`config.mk`:
```
export PLATFORM = sky130hd
export DESIGN_NAME = transmitter_flat
export DESIGN_NICKNAME = d
export VERILOG_FILES = /design/src/rtl/uart_pkg.sv /design/src/rtl/transmitter_if.sv /design/src/rtl/transmitter_baud_counter.sv /design/src/rtl/transmitter.sv /design/src/flat_wrapper.sv
export SDC_FILE = /design/constraint.sdc
export NUM_CORES = 1
export LEC_CHECK = 0
export CAP_MARGIN = 10
export CORE_ASPECT_RATIO = 0.6
export CORE_UTILIZATION = 48
export DETAILED_ROUTE_END_ITERATION = 16
export MAX_ROUTING_LAYER = met4
export PLACE_DENSITY_LB_ADDON = 0.3
export SETUP_SLACK_MARGIN = 0.15
export SLEW_MARGIN = 25
export SYNTH_ARGS = -nofsm -noshare
export SYNTH_HDL_FRONTEND = slang
export SYNTH_HIERARCHICAL = 1
export SYNTH_SLANG_ARGS = --single-unit
```
`constraint.sdc`:
```
create_clock -name clk -period 5 [get_ports clk]
set_input_delay 1.5 -clock clk [delete_from_list [all_inputs] [get_ports clk]]
set_output_delay 1.5 -clock clk [all_outputs]
set_load 0.005 [all_outputs]
```
`src/rtl/uart_pkg.sv`:
```
// UART definitions shared by the transmitter and receiver.
package uart_pkg;

    localparam int WORD_SIZE   = 8;
    localparam int PULSE_WIDTH = 868;
    localparam int PACKET_SIZE = WORD_SIZE + 2;

    typedef enum logic [1:0] {
        IDLE,
        START,
        DATA,
        STOP
    } tx_state_t;

endpackage

```
`src/rtl/transmitter_if.sv`:
```
// Valid/ready word handshake between the user logic and the UART transmitter.
interface transmitter_if #(
    parameter int WORD_SIZE = uart_pkg::WORD_SIZE
) ();

    logic [WORD_SIZE-1:0] data_in;
    logic                 tx_valid;
    logic                 tx_ready;

    modport master (output data_in, output tx_valid, input  tx_ready);
    modport slave  (input  data_in, input  tx_valid, output tx_ready);

endinterface

```
`src/rtl/transmitter_baud_counter.sv`:
```
// Bit-period counter: counts 0..PULSE_WIDTH-1 while enabled and ticks on the terminal count.
module baud_counter #(
    parameter int PULSE_WIDTH = uart_pkg::PULSE_WIDTH
) (
    input  logic clk,
    input  logic rstn,
    input  logic clear,
    input  logic enable,
    output logic tick
);

    localparam int            CW   = $clog2(PULSE_WIDTH);
    localparam logic [CW-1:0] LAST = CW'(PULSE_WIDTH - 1);

    logic [CW-1:0] cnt;

    always_ff @(posedge clk or negedge rstn) begin
        if (!rstn) begin
            cnt <= '0;
        end else if (clear) begin
            cnt <= '0;
        end else if (enable) begin
            cnt <= (cnt == LAST) ? '0 : cnt + CW'(1);
        end
    end

    assign tick = enable && (cnt == LAST);

endmodule

```
`src/rtl/transmitter.sv`:
```
// UART transmitter: start bit, WORD_SIZE data bits LSB first, stop bit, with a
// one-word holding buffer so consecutive frames follow with no idle gap.
module transmitter #(
    parameter int WORD_SIZE   = uart_pkg::WORD_SIZE,
    parameter int PULSE_WIDTH = uart_pkg::PULSE_WIDTH,
    parameter int PACKET_SIZE = uart_pkg::PACKET_SIZE
) (
    input  logic         clk,
    input  logic         rstn,
    transmitter_if.slave tx_if,
    output logic         tx,
    output logic         tx_busy,
    output logic         tx_done
);

    import uart_pkg::*;

    if (PACKET_SIZE != WORD_SIZE + 2) begin : g_bad_packet_size
        $error("transmitter: PACKET_SIZE must equal WORD_SIZE+2");
    end
    if (PULSE_WIDTH < 2) begin : g_bad_pulse_width
        $error("transmitter: PULSE_WIDTH must be at least 2");
    end

    localparam int            BW       = (WORD_SIZE > 1) ? $clog2(WORD_SIZE) : 1;
    localparam logic [BW-1:0] LAST_BIT = BW'(WORD_SIZE - 1);

    tx_state_t            state, state_n;
    logic [WORD_SIZE-1:0] shifter, shifter_n, hold;
    logic                 hold_full;
    logic [BW-1:0]        bit_cnt;
    logic                 accept, tick, tx_n;
    logic                 load_in, load_hold, shift, bit_clr, bit_inc;

    assign tx_if.tx_ready = !hold_full;
    assign accept         = tx_if.tx_valid && !hold_full;
    assign tx_busy        = (state != IDLE);
    assign tx_done        = (state == STOP) && tick;

    baud_counter #(.PULSE_WIDTH(PULSE_WIDTH)) u_baud (
        .clk    (clk),
        .rstn   (rstn),
        .clear  (load_in || load_hold),
        .enable (state != IDLE),
        .tick   (tick)
    );

    always_ff @(posedge clk or negedge rstn) begin
        if (!rstn) state <= IDLE;
        else       state <= state_n;
    end

    always_comb begin
        state_n   = state;
        load_in   = 1'b0;
        load_hold = 1'b0;
        shift     = 1'b0;
        bit_clr   = 1'b0;
        bit_inc   = 1'b0;
        case (state)
            IDLE: begin
                if (hold_full) begin
                    state_n   = START;
                    load_hold = 1'b1;
                end else if (accept) begin
                    state_n = START;
                    load_in = 1'b1;
                end
            end
            START: begin
                if (tick) begin
                    state_n = DATA;
                    bit_clr = 1'b1;
                end
            end
            DATA: begin
                if (tick) begin
                    shift = 1'b1;
                    if (bit_cnt == LAST_BIT) state_n = STOP;
                    else                     bit_inc = 1'b1;
                end
            end
            STOP: begin
                // A word arriving on the final stop cycle skips the buffer to keep frames gapless.
                if (tick) begin
                    if (hold_full) begin
                        state_n   = START;
                        load_hold = 1'b1;
                    end else if (accept) begin
                        state_n = START;
                        load_in = 1'b1;
                    end else begin
                        state_n = IDLE;
                    end
                end
            end
            default: state_n = IDLE;
        endcase
    end

    always_comb begin
        shifter_n = shifter;
        if (load_hold)    shifter_n = hold;
        else if (load_in) shifter_n = tx_if.data_in;
        else if (shift)   shifter_n = shifter >> 1;
        case (state_n)
            START:   tx_n = 1'b0;
            DATA:    tx_n = shifter_n[0];
            default: tx_n = 1'b1;
        endcase
    end

    // tx is registered from next-state values so it changes on the acceptance edge itself.
    always_ff @(posedge clk or negedge rstn) begin
        if (!rstn) begin
            shifter   <= '0;
            hold      <= '0;
            hold_full <= 1'b0;
            bit_cnt   <= '0;
            tx        <= 1'b1;
        end else begin
            shifter <= shifter_n;
            tx      <= tx_n;
            if (bit_clr)      bit_cnt <= '0;
            else if (bit_inc) bit_cnt <= bit_cnt + BW'(1);
            if (load_hold) begin
                hold_full <= 1'b0;
            end else if (accept && !load_in) begin
                hold      <= tx_if.data_in;
                hold_full <= 1'b1;
            end
        end
    end

endmodule

```
`src/flat_wrapper.sv`:
```
// flat-port wrapper written by rule: the top's interface ports become plain ports
module transmitter_flat import uart_pkg::*;
#(
    parameter int WORD_SIZE   = uart_pkg::WORD_SIZE,
    parameter int PULSE_WIDTH = uart_pkg::PULSE_WIDTH,
    parameter int PACKET_SIZE = uart_pkg::PACKET_SIZE
)
  (clk, rstn, tx, tx_busy, tx_done, tx_if_data_in, tx_if_tx_valid, tx_if_tx_ready);
  transmitter_if #(.WORD_SIZE(WORD_SIZE)) tx_if_i ();
  input  logic clk;
  input  logic rstn;
  output logic tx;
  output logic tx_busy;
  output logic tx_done;
  input wire logic [$bits(tx_if_i.data_in)-1:0] tx_if_data_in;
  input wire logic [$bits(tx_if_i.tx_valid)-1:0] tx_if_tx_valid;
  output wire logic [$bits(tx_if_i.tx_ready)-1:0] tx_if_tx_ready;
  assign tx_if_i.data_in = tx_if_data_in;
  assign tx_if_i.tx_valid = tx_if_tx_valid;
  assign tx_if_tx_ready = tx_if_i.tx_ready;
  transmitter #(.WORD_SIZE(WORD_SIZE), .PULSE_WIDTH(PULSE_WIDTH), .PACKET_SIZE(PACKET_SIZE)) u_core (.clk(clk), .rstn(rstn), .tx_if(tx_if_i), .tx(tx), .tx_busy(tx_busy), .tx_done(tx_done));
endmodule
```
== After elaboration in Yosys (flattened, before gate mapping) ==
Cells that the tools add are included.

* Register bits: 33
* Input port bits: 11
* Logic and storage cells: 65

* Add/sub/neg operators: 2
* Equality and inequality tests: 7
* Mux-type cells: 33
* Bitwise logic cells: 1
* Reduce and logical (&&, ||, !) cells: 14

{| class="wikitable"
|+ Operator list
! operator !! number
|-
| 10-bit 2-to-1 mux || 3
|-
| 8-bit 2-to-1 mux || 3
|-
| 1-bit 2-to-1 mux || 14
|-
| 2-bit 2-to-1 mux || 7
|-
| 10-bit by 1-bit adder with 10-bit output, second input constant || 1
|-
| 10-bit equality test, second input constant || 1
|-
| 2-bit one-hot mux with 4 select lines || 1
|-
| 2-bit nonzero test || 4
|-
| 2-bit equality test, second input constant || 3
|-
| 3-bit 2-to-1 mux || 2
|-
| 1-bit one-hot mux with 2 select lines || 3
|-
| 2-bit by 1-bit equality test with 1-bit output, second input constant || 2
|-
| 1-bit logical AND || 4
|-
| 3-bit by 1-bit adder with 3-bit output, second input constant || 1
|-
| 3-bit equality test, second input constant || 1
|-
| 3-bit nonzero test || 1
|-
| 1-bit zero test || 2
|-
| 2-bit zero test || 1
|-
| 2-bit AND reduction || 1
|-
| 1-bit logical OR || 1
|-
| 1-bit NOT || 1
|}

== Logic depth before layout (Yosys ltp) ==
* Word-level depth: 10
* Depth in mapped cells: 12

== Modules after synthesis ==
Netlist, hierarchy kept.

{| class="wikitable"
|+ Modules (own cells, without submodules)
! module !! instances !! cells each !! area an instance (um^2)
|-
| transmitter || 1 || 119 || 1297.5
|-
| baud_counter || 1 || 58 || 588.1
|}

== Least setup slack after synthesis ==
No wires, ideal clock.

* Path kind: register -> output
* From: register u_core.state[0]
* To: output port tx_done
* Data arrival time: 1.417 ns
* Required time: 3.500 ns
* Path slack: 2.083 ns
* Cell stages (with the launch flop): 8
* Path through: dfrtp_1 > inv_1 > ha_1 > inv_1 > buf_2 > inv_1 > nor2_1 > and2_1

* Word-level cells in the longest chain between the ends: 3
* Elaborated cells between the ends (all ways): 4
* Those cells by class: eq/ne: 1; reduce/logical: 3

{| class="wikitable"
|+ Ends and longest elaborated chain
! element !! line !! RTL
|-
| from (decl) || transmitter.sv:28 || <nowiki>tx_state_t state, state_n;</nowiki>
|-
| from (signal assigned) || transmitter.sv:50 || <nowiki>else state <= state_n;</nowiki>
|-
| 2-bit nonzero test || - ||
|-
| named net tx_busy || flat_wrapper.sv:13 || <nowiki>output logic tx_busy;</nowiki>
|-
| 1-bit logical AND || transmitter_baud_counter.sv:27 || <nowiki>assign tick = enable && (cnt == LAST);</nowiki>
|-
| named net u_core.tick || transmitter.sv:32 || <nowiki>logic accept, tick, tx_n;</nowiki>
|-
| 1-bit logical AND || transmitter.sv:38 || <nowiki>assign tx_done = (state == STOP) && tick;</nowiki>
|-
| to (decl) || flat_wrapper.sv:14 || <nowiki>output logic tx_done;</nowiki>
|}

The timed path passes the listed nets, and every way through them passes these cells.

== Worst setup path in the final report ==
* From: register u_core.state[0]
* To: output port tx_done

* Word-level cells in the longest chain between the ends: 3
* Elaborated cells between the ends (all ways): 4
* Those cells by class: eq/ne: 1; reduce/logical: 3

{| class="wikitable"
|+ Ends and longest elaborated chain
! element !! line !! RTL
|-
| 2-bit nonzero test || transmitter.sv:44 || <nowiki>.enable (state != IDLE),</nowiki>
|-
| 1-bit logical AND || transmitter_baud_counter.sv:27 ||
|-
| named net u_core.tick || transmitter.sv:32 ||
|-
| 1-bit logical AND || transmitter.sv:38 ||
|}

The timed path passes the listed nets, and every way through them passes these cells.

==> flow_summary.json <==
{
  "status": "complete, no violations",
  "grt.overflow.total": 0,
  "drcViolationCount": 0,
  "setup-tns-final_ns": 0,
  "setup_viol": 0,
  "crit_fanout": 14,
  "die-width_um": 82.9,
  "first_iter_violations": 91,
  "wl_per_cell_um": 16.0,
  "initial_utilization_pct": 50.7,
  "fp-row-count": 17,
  "syn_inst": 177,
  "place_congestion": 0.841,
  "die_y_um": 50.6,
  "ys.warnings.count": 6,
  "hold_viol": 0,
  "ios": 15,
  "cts.clk_slew.worst_paths_ns": 0.07,
  "critPathCaptureType": "primary output",
  "arrival_ns": 2.41,
  "cts.sinks": 33,
  "fin_total_pwr_mw": 0.655,
  "final_cell_count_no_fill": 243,
  "dp.cells": 235,
  "synthesis.area_mm2": 0.00189,
  "fin_crit_sh_pct": 78.1,
  "synth_top_area_share_pct": 42.5,
  "yosysTopAreaCell": "dfrtp_1",
  "num_vias": 1454,
  "clock_latency_ns": 0.28,
  "p_leak_nw": 0.974,
  "coreArea_mm2": 0.00372,
  "totalWireLength_mm": 3.90,
  "max_slew_margin_pct": 55.0,
  "postPlaceCellArea_mm2": 0.00207,
  "rsz0062_at_grt": "false",
  "cts_buffer_depth": 2,
  "cts_root_buffer": "clkbuf_8",
  "postCtsHoldBufs": 0,
  "pre_cts_slack_ns": 1.42,
  "synth-seq-cells": 33,
  "cp.required_ns": 3.50,
  "worstSetupPathType": "reg -> out",
  "ys.flop_type": "dfrtp_1",
  "post-route-min-period_ns": 3.91,
  "yosysUniqueCellTypes": 52,
  "wl_met1_mm": 2.04,
  "post_drt_via_cell_ratio": 5.98,
  "grt_use_total_pct": 20.8,
  "syn-num-nets": 196,
  "fmax_ghz": 0.256,
  "p_per_area_mw_per_mm2": 302,
  "first_global_vias": 1399,
  "fin_area_mm2": 0.00217,
  "synth_edf_count": 0,
  "skew_ns": 0.00454,
  "drt-pass1-iter-count": 4,
  "drive_gt1_share_pct": 17.9,
  "numCtsBuffers": 5,
  "hp-class": "reg -> reg",
  "grt_pass1_wl_mm": 6.51,
  "ctsHtreeMaxLevel": 2,
  "die-area_mm2": 0.00419,
  "cts_setup_buffers": 0,
  "crit_path_start_kind": "flip-flop",
  "fillCellCount": 311,
  "ir_drop_mv": 0.137,
  "worst_pin_slew_ns": 0.669,
  "grt_antenna_before_repair": 0,
  "antenna_left": 0,
  "cts_tree": "done",
  "dr.max_layer_used": "met4",
  "netlist_top_cells_area": "dfrtp_1, mux2_2, ha_1, mux2i_1, a21oi_1",
  "setup_slack_ns": 1.09,
  "wl_met3_um": 139,
  "port-buffer-count": 14,
  "nets": 214,
  "route.met2.wl_mm": 1.65,
  "dp_hpwl_mm": 2.85,
  "cts_resized": 0,
  "finalMaxSlewViolations": 0,
  "synth_seq_area_share_pct": 43.9,
  "synth.avg_cell_area_um2": 10.7,
  "grt_max_degree": 27,
  "syn2layout_area_growth_pct": 15.1,
  "synth_async_sr_flop_share_pct": 100,
  "maxCapViolations": 0,
  "diodes": 0
}
per-stage QoR:
step | util [%] | hold WS, ns
finish | 58.3 | 0.516
global route | 58.3 | 0.527
CTS | 58.3 | 0.515
detailed placement | 55.6 | 0.500
global placement | 55.6 | 0.491
floorplan | - | 0.471
metal layers:
metal  track usage, %  vias to the layer above
met5                -                        -
met4             8.91                        0
met3             4.77                       12
met2             30.3                       27
met1             28.3                      713
li1                 -                      702
cell families after synthesis:
family                   share of synthesized area [%]
multiplexers                                      9.62
XOR/XNOR                                          1.39
buffers and inverters                             4.05
flip-flops                                        43.9
AO/OA/AOI/OAI                                     20.6
AND/OR/NAND/NOR                                   15.1
adder cells (fa/ha/maj)                           5.31
sequential cells by signal (all words and copies together), names as in the netlist:
| register | cells |
|---|---|
| u_core/hold | 8 |
| u_core/u_baud/cnt | 10 |
| u_core/state | 2 |
| u_core/shifter | 8 |
| u_core/hold_full | 1 |
| u_core/tx | 1 |
| u_core/bit_cnt | 3 |
critical path, stage by stage (launching register included):
cell,delay [ns]
dfrtp_1,0.40
inv_1,0.12
ha_1,0.25
inv_1,0.25
inv_1,0.11
nor2_1,0.11
buf_4,0.19
and2_1,0.17
clkdlybuf4s50_1,0.50
area by class of cell:
class,count,area [um2],area share [%]
Clock buffer,7,96.3,4.44
Inverter,10,37.5,1.73
Tap cell,47,58.8,2.71
Sequential cell,33,827,38.1
Timing Repair Buffer,17,163,7.50
Clock inverter,1,5.00,0.231
Multi-Input combinational cell,128,982,45.3
power breakdown:
part	switching, mW	total (mW)	leakage [nW]	internal (mW)
Sequential	0.0416	0.341	0.411	0.299
Clock	0.0936	0.218	0.0542	0.124
Combinational	0.0516	0.0964	0.509	0.0448
Total	0.187	0.655	0.974	0.468
worst paths after layout:
path | start | to | slack [ns] | depth (start not counted)
worst max-delay path | u_core/state[0]$_DFF_PN0_ | tx_done | 1.09 | 8
worst min-delay path | u_core/shifter[6]$_DFFE_PN0P_ | u_core/shifter[6]$_DFFE_PN0P_ | 0.52 | 2
worst max register to register | u_core/state[0]$_DFF_PN0_ | u_core/u_baud/cnt[7]$_DFFE_PN0P_ | 2.22 | 12
worst min register to register | u_core/shifter[6]$_DFFE_PN0P_ | u_core/shifter[6]$_DFFE_PN0P_ | 0.52 | 2
max in group asynchronous | rstn | u_core/u_baud/cnt[9]$_DFFE_PN0P_ | 2.87 | 2
min in group asynchronous | rstn | u_core/bit_cnt[2]$_DFFE_PN0P_ | 1.48 | 1
synth_stat cells, types with 3 or more instances:
| cell | n |
|---|---|
| o31ai_1 | 4 |
| o21ai_1 | 3 |
| o21ai_0 | 3 |
| and3_1 | 5 |
| and2_1 | 3 |
| ha_1 | 8 |
| dfrtp_1 | 32 |
| mux2i_1 | 8 |
| xor2_1 | 3 |
| or4_1 | 3 |
| buf_2 | 4 |
| o22ai_1 | 5 |
| nor2_1 | 9 |
| nand2_1 | 3 |
| a22oi_1 | 6 |
| a21oi_1 | 10 |
| inv_1 | 10 |
| nand3_1 | 8 |
| mux2_2 | 9 |
| or2_2 | 4 |
cell usage in the layout (no fill, tap or decap), drive strengths merged, types with 3 or more instances in the layout:
cell,n
buf,3
a22oi,6
dfrtp,32
and2,3
or2,4
clkbuf,7
ha,8
a21oi,11
o21ai,6
mux2i,8
inv,10
nand3,8
o22ai,5
o31ai,4
nor2,9
mux2,9
clkdlybuf4s50,14
nand2,4
or4,3
and3,5
xor2,3
Note: power is estimated with default switching activity, not from simulation.
